==> src/rtl/thermostat_pkg.sv <==
// ============================================================================
// thermostat_pkg : shared setpoint type, default limits and repeat-FSM states
// Revision: 1.0
// ============================================================================
`default_nettype none

package thermostat_pkg;

   typedef logic [7:0] temp_t;

   localparam temp_t TEMP_MIN_DEF  = 8'd50;
   localparam temp_t TEMP_MAX_DEF  = 8'd90;
   localparam temp_t TEMP_INIT_DEF = 8'd72;

   typedef enum logic [1:0] {
      IDLE       = 2'd0,
      HOLD_DELAY = 2'd1,
      REPEAT     = 2'd2
   } rep_state_t;

   // One clamped 1 degree step; the value never leaves [lo, hi].
   function automatic temp_t step_temp(input temp_t cur, input logic up,
                                       input temp_t lo, input temp_t hi);
      temp_t res;
      res = cur;
      if (up) begin
         if (cur < hi) res = cur + 8'd1;
      end else begin
         if (cur > lo) res = cur - 8'd1;
      end
      return res;
   endfunction

endpackage

`default_nettype wire

==> src/rtl/button_debounce.sv <==
// ============================================================================
// button_debounce : 2-flop synchronizer plus stable-count debouncer for one button
// Revision: 1.0
// ============================================================================
`default_nettype none

module button_debounce #(
   parameter int DEBOUNCE_CYCLES = 1_000_000
) (
   input  logic clk,
   input  logic rst_n,
   input  logic raw,
   output logic level
);

   localparam int CW = $clog2(DEBOUNCE_CYCLES + 1);

   logic          sync1;
   logic          sync2;
   logic [CW-1:0] cnt;

   // The count only advances while the synchronized input disagrees with the
   // accepted level; any agreement (a bounce back) restarts it.
   always_ff @(posedge clk or negedge rst_n) begin
      if (!rst_n) begin
         sync1 <= 1'b0;
         sync2 <= 1'b0;
         cnt   <= '0;
         level <= 1'b0;
      end else begin
         sync1 <= raw;
         sync2 <= sync1;
         if (sync2 == level) begin
            cnt <= '0;
         end else if (cnt == CW'(DEBOUNCE_CYCLES - 1)) begin
            level <= sync2;
            cnt   <= '0;
         end else begin
            cnt <= cnt + CW'(1);
         end
      end
   end

endmodule

`default_nettype wire

==> src/rtl/setpoint_entry.sv <==
// ============================================================================
// setpoint_entry : debounced up/down/default buttons stepping a clamped setpoint
// Optional auto-repeat while held: define SETPOINT_AUTOREPEAT_EN.  Revision: 1.0
// ============================================================================
`default_nettype none

module setpoint_entry
   import thermostat_pkg::*;
#(
   parameter int    DEBOUNCE_CYCLES = 1_000_000,
   parameter int    REPEAT_DELAY    = 50_000_000,
   parameter int    REPEAT_PERIOD   = 20_000_000,
   parameter temp_t TEMP_MIN        = TEMP_MIN_DEF,
   parameter temp_t TEMP_MAX        = TEMP_MAX_DEF,
   parameter temp_t TEMP_INIT       = TEMP_INIT_DEF
) (
   input  logic       clk,
   input  logic       rst_n,
   input  logic       btn_up,
   input  logic       btn_down,
   input  logic       btn_default,
   output logic [7:0] changed_temp,
   output logic       changed_strobe
);

   generate
      if (!(TEMP_MIN <= TEMP_INIT && TEMP_INIT <= TEMP_MAX && TEMP_MAX <= 8'd99 &&
            DEBOUNCE_CYCLES >= 1 && REPEAT_DELAY >= 1 && REPEAT_PERIOD >= 1))
      begin : g_param_check
         $error("setpoint_entry: illegal parameter set");
      end
   endgenerate

   logic up_lvl, dn_lvl, def_lvl;
   logic up_q, dn_q, def_q;
   logic up_press, dn_press, def_press;

   button_debounce #(.DEBOUNCE_CYCLES(DEBOUNCE_CYCLES)) u_db_up (
      .clk(clk), .rst_n(rst_n), .raw(btn_up), .level(up_lvl));
   button_debounce #(.DEBOUNCE_CYCLES(DEBOUNCE_CYCLES)) u_db_down (
      .clk(clk), .rst_n(rst_n), .raw(btn_down), .level(dn_lvl));
   button_debounce #(.DEBOUNCE_CYCLES(DEBOUNCE_CYCLES)) u_db_default (
      .clk(clk), .rst_n(rst_n), .raw(btn_default), .level(def_lvl));

   assign up_press  = up_lvl  & ~up_q;
   assign dn_press  = dn_lvl  & ~dn_q;
   assign def_press = def_lvl & ~def_q;

   rep_state_t state, state_nxt;
   temp_t      temp, temp_nxt;

`ifdef SETPOINT_AUTOREPEAT_EN
   localparam int HOLD_MAX = (REPEAT_DELAY > REPEAT_PERIOD) ? REPEAT_DELAY : REPEAT_PERIOD;
   localparam int HW       = $clog2(HOLD_MAX + 1);
   logic [HW-1:0] hold_cnt, cnt_nxt;
`endif

   always_comb begin
      state_nxt = state;
      temp_nxt  = temp;
`ifdef SETPOINT_AUTOREPEAT_EN
      cnt_nxt   = hold_cnt;
`endif
      if (def_press) begin
         temp_nxt  = TEMP_INIT;
         state_nxt = IDLE;
      end else if (def_lvl || (up_lvl && dn_lvl)) begin
         // Default held or both directions held: no stepping at all.
         state_nxt = IDLE;
      end else begin
         case (state)
            IDLE: begin
               if (up_press || dn_press) begin
                  temp_nxt  = step_temp(temp, up_press, TEMP_MIN, TEMP_MAX);
`ifdef SETPOINT_AUTOREPEAT_EN
                  state_nxt = HOLD_DELAY;
                  cnt_nxt   = '0;
`endif
               end
            end
`ifdef SETPOINT_AUTOREPEAT_EN
            HOLD_DELAY: begin
               if (!(up_lvl || dn_lvl)) begin
                  state_nxt = IDLE;
               end else if (hold_cnt == HW'(REPEAT_DELAY - 1)) begin
                  temp_nxt  = step_temp(temp, up_lvl, TEMP_MIN, TEMP_MAX);
                  state_nxt = REPEAT;
                  cnt_nxt   = '0;
               end else begin
                  cnt_nxt = hold_cnt + HW'(1);
               end
            end
            REPEAT: begin
               if (!(up_lvl || dn_lvl)) begin
                  state_nxt = IDLE;
               end else if (hold_cnt == HW'(REPEAT_PERIOD - 1)) begin
                  temp_nxt = step_temp(temp, up_lvl, TEMP_MIN, TEMP_MAX);
                  cnt_nxt  = '0;
               end else begin
                  cnt_nxt = hold_cnt + HW'(1);
               end
            end
`endif
            default: state_nxt = IDLE;
         endcase
      end
   end

   always_ff @(posedge clk or negedge rst_n) begin
      if (!rst_n) begin
         state          <= IDLE;
         temp           <= TEMP_INIT;
         changed_strobe <= 1'b0;
         up_q           <= 1'b0;
         dn_q           <= 1'b0;
         def_q          <= 1'b0;
`ifdef SETPOINT_AUTOREPEAT_EN
         hold_cnt       <= '0;
`endif
      end else begin
         state          <= state_nxt;
         temp           <= temp_nxt;
         changed_strobe <= (temp_nxt != temp);
         up_q           <= up_lvl;
         dn_q           <= dn_lvl;
         def_q          <= def_lvl;
`ifdef SETPOINT_AUTOREPEAT_EN
         hold_cnt       <= cnt_nxt;
`endif
      end
   end

   assign changed_temp = temp;

endmodule

`default_nettype wire

==> config.mk <==
export PLATFORM = sky130hd
export DESIGN_NAME = setpoint_entry
export DESIGN_NICKNAME = d
export VERILOG_FILES = /design/src/rtl/thermostat_pkg.sv /design/src/rtl/button_debounce.sv /design/src/rtl/setpoint_entry.sv
export SDC_FILE = /design/constraint.sdc
export NUM_CORES = 1
export LEC_CHECK = 0
export ABC_CLOCK_PERIOD_IN_PS = 1800
export BUFFER_PORTS_ARGS = -buffer_cell sky130_fd_sc_hd__clkbuf_2
export CAP_MARGIN = 20
export CORE_UTILIZATION = 55
export CTS_BUF_LIST = sky130_fd_sc_hd__clkbuf_16
export CTS_CLUSTER_SIZE = 10
export DETAILED_ROUTE_END_ITERATION = 10
export GPL_TIMING_DRIVEN = 0
export PLACE_DENSITY = 0.84
export SETUP_SLACK_MARGIN = 0.2
export SYNTH_ARGS = -nofsm -noshare
export SYNTH_HDL_FRONTEND = slang
export SYNTH_SLANG_ARGS = --single-unit
==> constraint.sdc <==
create_clock -name clk -period 1.8 [get_ports clk]
set_input_delay 0.18 -clock clk [delete_from_list [all_inputs] [get_ports clk]]
set_output_delay 0.18 -clock clk [all_outputs]
set_load 0.02 [all_outputs]
Yosys cells after proc, flatten, opt, wreduce, memory -nomap -nowiden
Cells that the tools add are included.
{ "totals": {"in_bits": 5, "elab_cells": 65, "out_inout_bits": 9, "reg_bits": 83} }
{ "op_classes": {"n_bitwise": 9, "n_eq_ne": 8, "add_sub_neg": 5, "magnitude_cmp": 2, "n_mux": 16, "reduce_logical": 7} }
{ "op_table": {"columns": ["operator", "n"], "rows": [
  ["2-to-1 mux 20 bit", 6],
  ["adder 20 x 1 -> 20 bit (second input constant)", 3],
  ["== test 20 bit (second input constant)", 3],
  ["2-to-1 mux 8 bit", 7],
  ["adder 8 x 1 -> 8 bit (second input constant)", 1],
  ["> comparator 8 x 6 -> 1 bit (second input constant)", 1],
  ["< comparator 8 x 7 -> 1 bit (second input constant)", 1],
  ["!= test 8 bit", 1],
  ["subtractor 8 x 1 -> 8 bit (second input constant)", 1],
  ["2-to-1 mux 2 bit", 3],
  ["NOT 1 bit", 6],
  ["AND reduction 2 bit", 3],
  ["AND 1 bit", 3],
  ["== test 1 bit", 3],
  ["!= test 3 bit (second input constant)", 1],
  ["logical NOT 2 bit", 1],
  ["logical OR 1 bit", 2],
  ["logical AND 1 bit", 1]
]} }

Depth between registers and ports, before layout
{ "depth": {"word_depth": 8, "ltp_mapped": 8, "depth_no_buf": 6} }

Modules after synthesis
A second synthesis with hierarchy kept.
{ "unflattened": {"hier_cells": 411, "area_unflattened_um2": 4145.2} }
{ "by_module_without_submodules": {"columns": ["module", "seq_area_each_um2", "area_each_um2", "n_inst", "cells_per_inst"], "rows": [
  ["button_debounce", 575.6, 1114.8, 3, 108],
  ["setpoint_entry", 302.8, 800.8, 1, 87]
]} }

Least setup slack after synthesis
OpenSTA, ideal clock, no wires.
{ "synth_timing": {"path_type": "register -> register", "startpoint": "register temp[1], in the netlist changed_temp[1]", "endpoint": "register temp[5], in the netlist changed_temp[5]", "stages_incl_launch_ff": 6, "setup_time_ps": 77, "arrival_time_ps": 1677, "slack_ps": 45, "cell_sequence": "dfrtp_1 -> o211a_1 -> o31ai_1 -> a31oi_1 -> or3_1 -> a21oi_1"} }
{ "synth_via": {"elab_chain_cells": 7, "elab_cells_between_ends": 11, "cone_classes": "2 x add/sub; 2 x order compare; 7 x mux"} }
{ "synth_rtl": {"columns": ["element", "line_no", "text"], "rows": [
  ["start, declared", "setpoint_entry.sv:50", "temp_t temp, temp_nxt;"],
  ["start signal, assigned", "setpoint_entry.sv:122", "temp <= temp_nxt;"],
  ["subtractor 8 x 1 -> 8 bit (tied with other cells)", "thermostat_pkg.sv:29", "if (cur > lo) res = cur - 8'd1;"],
  ["2-to-1 mux 8 bit (on tied branches)", "thermostat_pkg.sv:29, thermostat_pkg.sv:27", null],
  ["2-to-1 mux 8 bit *", "thermostat_pkg.sv:26", "if (up) begin"],
  ["2-to-1 mux 8 bit *", "setpoint_entry.sv:73", "if (up_press || dn_press) begin"],
  ["2-to-1 mux 8 bit *", "setpoint_entry.sv:71", "case (state)"],
  ["2-to-1 mux 8 bit *", "setpoint_entry.sv:67", "end else if (def_lvl || (up_lvl && dn_lvl)) begin"],
  ["2-to-1 mux 8 bit *", "setpoint_entry.sv:64", "if (def_press) begin"],
  ["via temp_nxt[5]", "setpoint_entry.sv:50", null]
]} }
The timed path passes the listed nets; every way through them passes the cells marked *.
A chain may end at the register's enable or synchronous reset.

Final worst setup path
{ "layout_timing": {"startpoint": "register u_db_default.cnt[7]", "endpoint": "register u_db_default.cnt[8]"} }
{ "layout_via": {"elab_chain_cells": 3, "elab_cells_between_ends": 4, "cone_classes": "1 x add/sub; 1 x eq/ne; 2 x mux"} }
{ "layout_rtl": {"columns": ["element", "line_no", "text"], "rows": [
  ["start, declared", "button_debounce.sv:20", "logic [CW-1:0] cnt;"],
  ["start signal, assigned", "button_debounce.sv:39", "cnt <= cnt + CW'(1);"],
  ["adder 20 x 1 -> 20 bit or == test 20 bit (tied branches)", "button_debounce.sv:39, button_debounce.sv:35", null],
  ["2-to-1 mux 20 bit *", "button_debounce.sv:35", "end else if (cnt == CW'(DEBOUNCE_CYCLES - 1)) begin"],
  ["2-to-1 mux 20 bit *", "button_debounce.sv:33", "if (sync2 == level) begin"]
]} }
Mark *: on every way between the ends. The rest lies on a longest branch, timed or not.

==> metrics.md <==
| Metric | Value |
|---|---|
| Synth Flop Type | dfrtp_1 |
| IO Count | 14 |
| Clock slew at reported path FFs | 60 ps |
| Vias in the first global route | 3169 |
| Final-report setup violation count | 19 |
| Non-filler cells, final | 561 |
| Clock Latency Late Sink | 340 ps |
| Fin crit share | 1.05 |
| Failing checks | negative setup slack |
| IO Port Bufs | 13 |
| Final WL | 10300 um |
| # diodes | 0 |
| Dpl cell area | 4140 um^2 |
| Worst r2r dst | u_db_default.cnt[8]$_DFF_PN0_ |
| Synthesized cell area | 3890 um^2 |
| Total core area | 6830 um^2 |
| Top cells by count, synth | dfrtp_1, nor2_1, xor2_1, nand3_1, nand2_1 |
| Syn_nets | 401 |
| Power density cells | between 700 and 800 nW/um^2 |
| GRT Resource Usage Total | 0.250 |
| Initial antenna violation count | 0 |
| Top-area cell type share of the netlist area | 0.508 |
| Post-layout minimum cycle time | 1880 ps |
| FF-to-FF path depth | 7 |
| Synth Warn # | 0 |
| Final WS setup | -82.1 ps |
| Unrepaired setup endpoints after global routing | true |
| Slew HR | 0.726 |
| F_max | around 530 MHz |
| Post-DRT Antenna Nets | 0 |
| Starting Density | 0.570 |
| Post-route DRC | 0 |
| Netlist cell types | 49 |
| Sequential Area | 2040 um^2 |
| Crit path cell chain | or4_4 -> nor3_2 -> and4_1 -> or2_1 -> buf_6 -> buf_12 -> nor2_2 |
| Share of flip-flops with an asynchronous set or reset | 1.00 |
| Inst Count DP | 501 |
| Syn Area/Cell | 9.96 um^2 |
| CP Max Fanout | 8 |
| Startpoint Class | register |
| Area Overhead vs Synth | 40.2% |
| Max H-tree Level | 3 |
| Vias/cell | roughly 6.0 |
| Max Cap Violations | 0 |
| Wirelength per Cell | ~18 um |
| Placer Congestion | 0.904 |
| Yosys top cell by area | dfrtp_1 |
| Die span in y | 86.1 um |
| DRT iter0 DRCs | 203 |
| Synthesized netlist cell count | ~400 |
| DRT Pass-1 Iters | 5 |
| Outcome | complete, but fails checks |
| Via count | 3356 |
| Worst EP arrival | 2100 ps |
| Fin. max-slew vios | 0 |
| Top cells by area, synth | dfrtp_1, nor2_1, xor2_1, xnor2_1, nand3_1 |
| Setup crit end kind | register |
| Hold WC Path Type | in -> async |
| Fillers | ~370 |
| Die width | 86.1 um |
| GR Overflow Total | 0 |
| Setup CP Type | reg -> reg |
| CP max-delay cell | or4_4 |
| Skew final | 5.22 ps |
| CTS tree | yes |
| HPWL after DPL | 4950 um |
| Footprint of the multi-input gates | around 2300 um^2 |
| Clk root buf | clkbuf_16 |
| Worst slew pin tran | about 400 ps |
| Die area | 7420 um^2 |
| Final core occ | 0.799 |
| Largest net degree at the start of global routing | 63 |
| Count leader, synth | dfrtp_1 |
| Share of layout cells above drive strength 1 | 0.383 |
| Final std cell area, no fill | 5460 um^2 |
| Number of enable flip-flop cells after synthesis | 0 |
| Clock Path Buffers | 2 |
| Final hold vios | 0 |
| First-pass GRT wire length | 14400 um |
| Worst r2r src | u_db_default.cnt[7]$_DFF_PN0_ |
| Max VDD drop | 0.489 mV |
| Number of CTS-inserted buffers | 9 |
| P_leak | 2.27 nW |
| #FFs+latches synth | 81 |
| Largest stage delay, worst path | 520 ps |
| Layout Nets | 470 |
| FP Rows | 30 |
| CTS sink count | just over 80 |
| Worst Path Required | 2020 ps |
| R2R setup slack | -80 ps |
| Sequential cell area fraction in the yosys report | 0.521 |
[routing by layer]
| layer | part of all wire | track usage |
|---|---|---|
| met5 | 0 | 0 |
| met4 | 0.035 | 0.127 |
| met3 | 0.046 | 0.0337 |
| met2 | 0.53 | 0.446 |
| met1 | 0.38 | 0.295 |
[metrics by stage]
step | setup TNS, ps | worst slack (ps) | total power (W) | hold slack (ps)
4_1_cts | -141 | -16.4 | 0.00380 | 304
5_1_grt | -2360 | -145 | 0.00399 | 344
2_1_floorplan | 0 | 83.2 | 0.00195 | -116
3_3_place_gp | -18340 | -369 | 0.00200 | 290
3_5_place_dp | -2620 | -138 | 0.00202 | 120
6_report | -980 | -82.1 | 0.00388 | 297
[worst max-delay path: cells and delay by family, from the launching register on]
kind	cells	cell delay, ps
buf+inv	2	280
flops	1	400
simple gates	5	1070
[state kept, by name, indices dropped and copies added (netlist names)]
signal              flops
changed_temp            8
u_db_up.sync2           1
changed_strobe          1
up_q                    1
u_db_default.level      1
u_db_down.cnt          20
u_db_down.sync2         1
u_db_up.sync1           1
u_db_default.cnt       20
u_db_default.sync1      1
u_db_default.sync2      1
u_db_up.level           1
u_db_down.level         1
u_db_up.cnt            20
u_db_down.sync1         1
def_q                   1
dn_q                    1
[kinds of logic after synthesis]
family | count (synthesis) | synth area share
adders and majority gates | 5 | 0.0161
muxes | 4 | 0.0112
buffers and inverters | 19 | 0.0267
xor gates and xnor gates | 57 | 0.128
AOI/OAI and AO/OA | 25 | 0.0443
and+or+nand+nor | 200 | 0.252
DFF | 81 | 0.521
[worst max-delay path by stage]
stage	startpoint	endpoint	slack, ps	depth (start not counted)
2_1_floorplan	u_db_default.cnt[6]$_DFF_PN0_	u_db_default.cnt[11]$_DFF_PN0_	80	7
3_3_place_gp	rst_n	changed_temp[1]$_DFF_PN0_	-370	1
3_5_place_dp	u_db_default.cnt[0]$_DFF_PN0_	u_db_default.cnt[18]$_DFF_PN0_	-140	6
4_1_cts	u_db_default.cnt[6]$_DFF_PN0_	u_db_default.cnt[6]$_DFF_PN0_	-20	7
5_1_grt	u_db_default.cnt[6]$_DFF_PN0_	u_db_default.cnt[8]$_DFF_PN0_	-140	7
6_report	u_db_default.cnt[7]$_DFF_PN0_	u_db_default.cnt[8]$_DFF_PN0_	-80	7
[power by group]
part	switching [W]	leakage, nW	total, W	internal, W
combinational	0.000133	1.04	0.000232	0.0000996
sequential	0.0000262	1.09	0.00187	0.00185
clock	0.000720	0.142	0.00178	0.00106
total	0.000879	2.27	0.00388	0.00300
[what timing repair did]
action                     in CTS  in global routing
hold endpoints to repair       20                  0
hold buffers                    4                  0
setup endpoints to repair      68                 67
resized for setup              44                116
gates cloned                    2                  2
buffers inserted               27                  9
pin swaps                      18                 38
[cells in the final DEF (no fill, tap or decap), types with 5 or more instances in the layout]
cell type	netlist	routed
nor3_1	16	10
buf_12	1	5
xnor2_1	25	25
clkbuf_2	0	14
inv_1	9	10
nand3_1	30	28
dfrtp_2	0	10
nand2_1	26	25
and3_1	9	7
and4_1	5	5
buf_4	1	34
nor3_2	0	5
dfrtp_1	79	69
nand4_1	9	9
nor2_4	0	37
clkbuf_16	0	11
nor2_1	77	32
xor2_1	32	29
nor2_2	0	8
[final cells by class]
type                    instances  share of cell area
well taps                      96              0.0220
plain buffers                  10              0.0250
clock buffers                   9              0.0412
flip-flops and latches         81               0.374
repair buffers                 57              0.0907
inverters                       9             0.00619
multi-input cells             292               0.429
clock inverters                 7              0.0115
(Power assumes the default switching activity.)
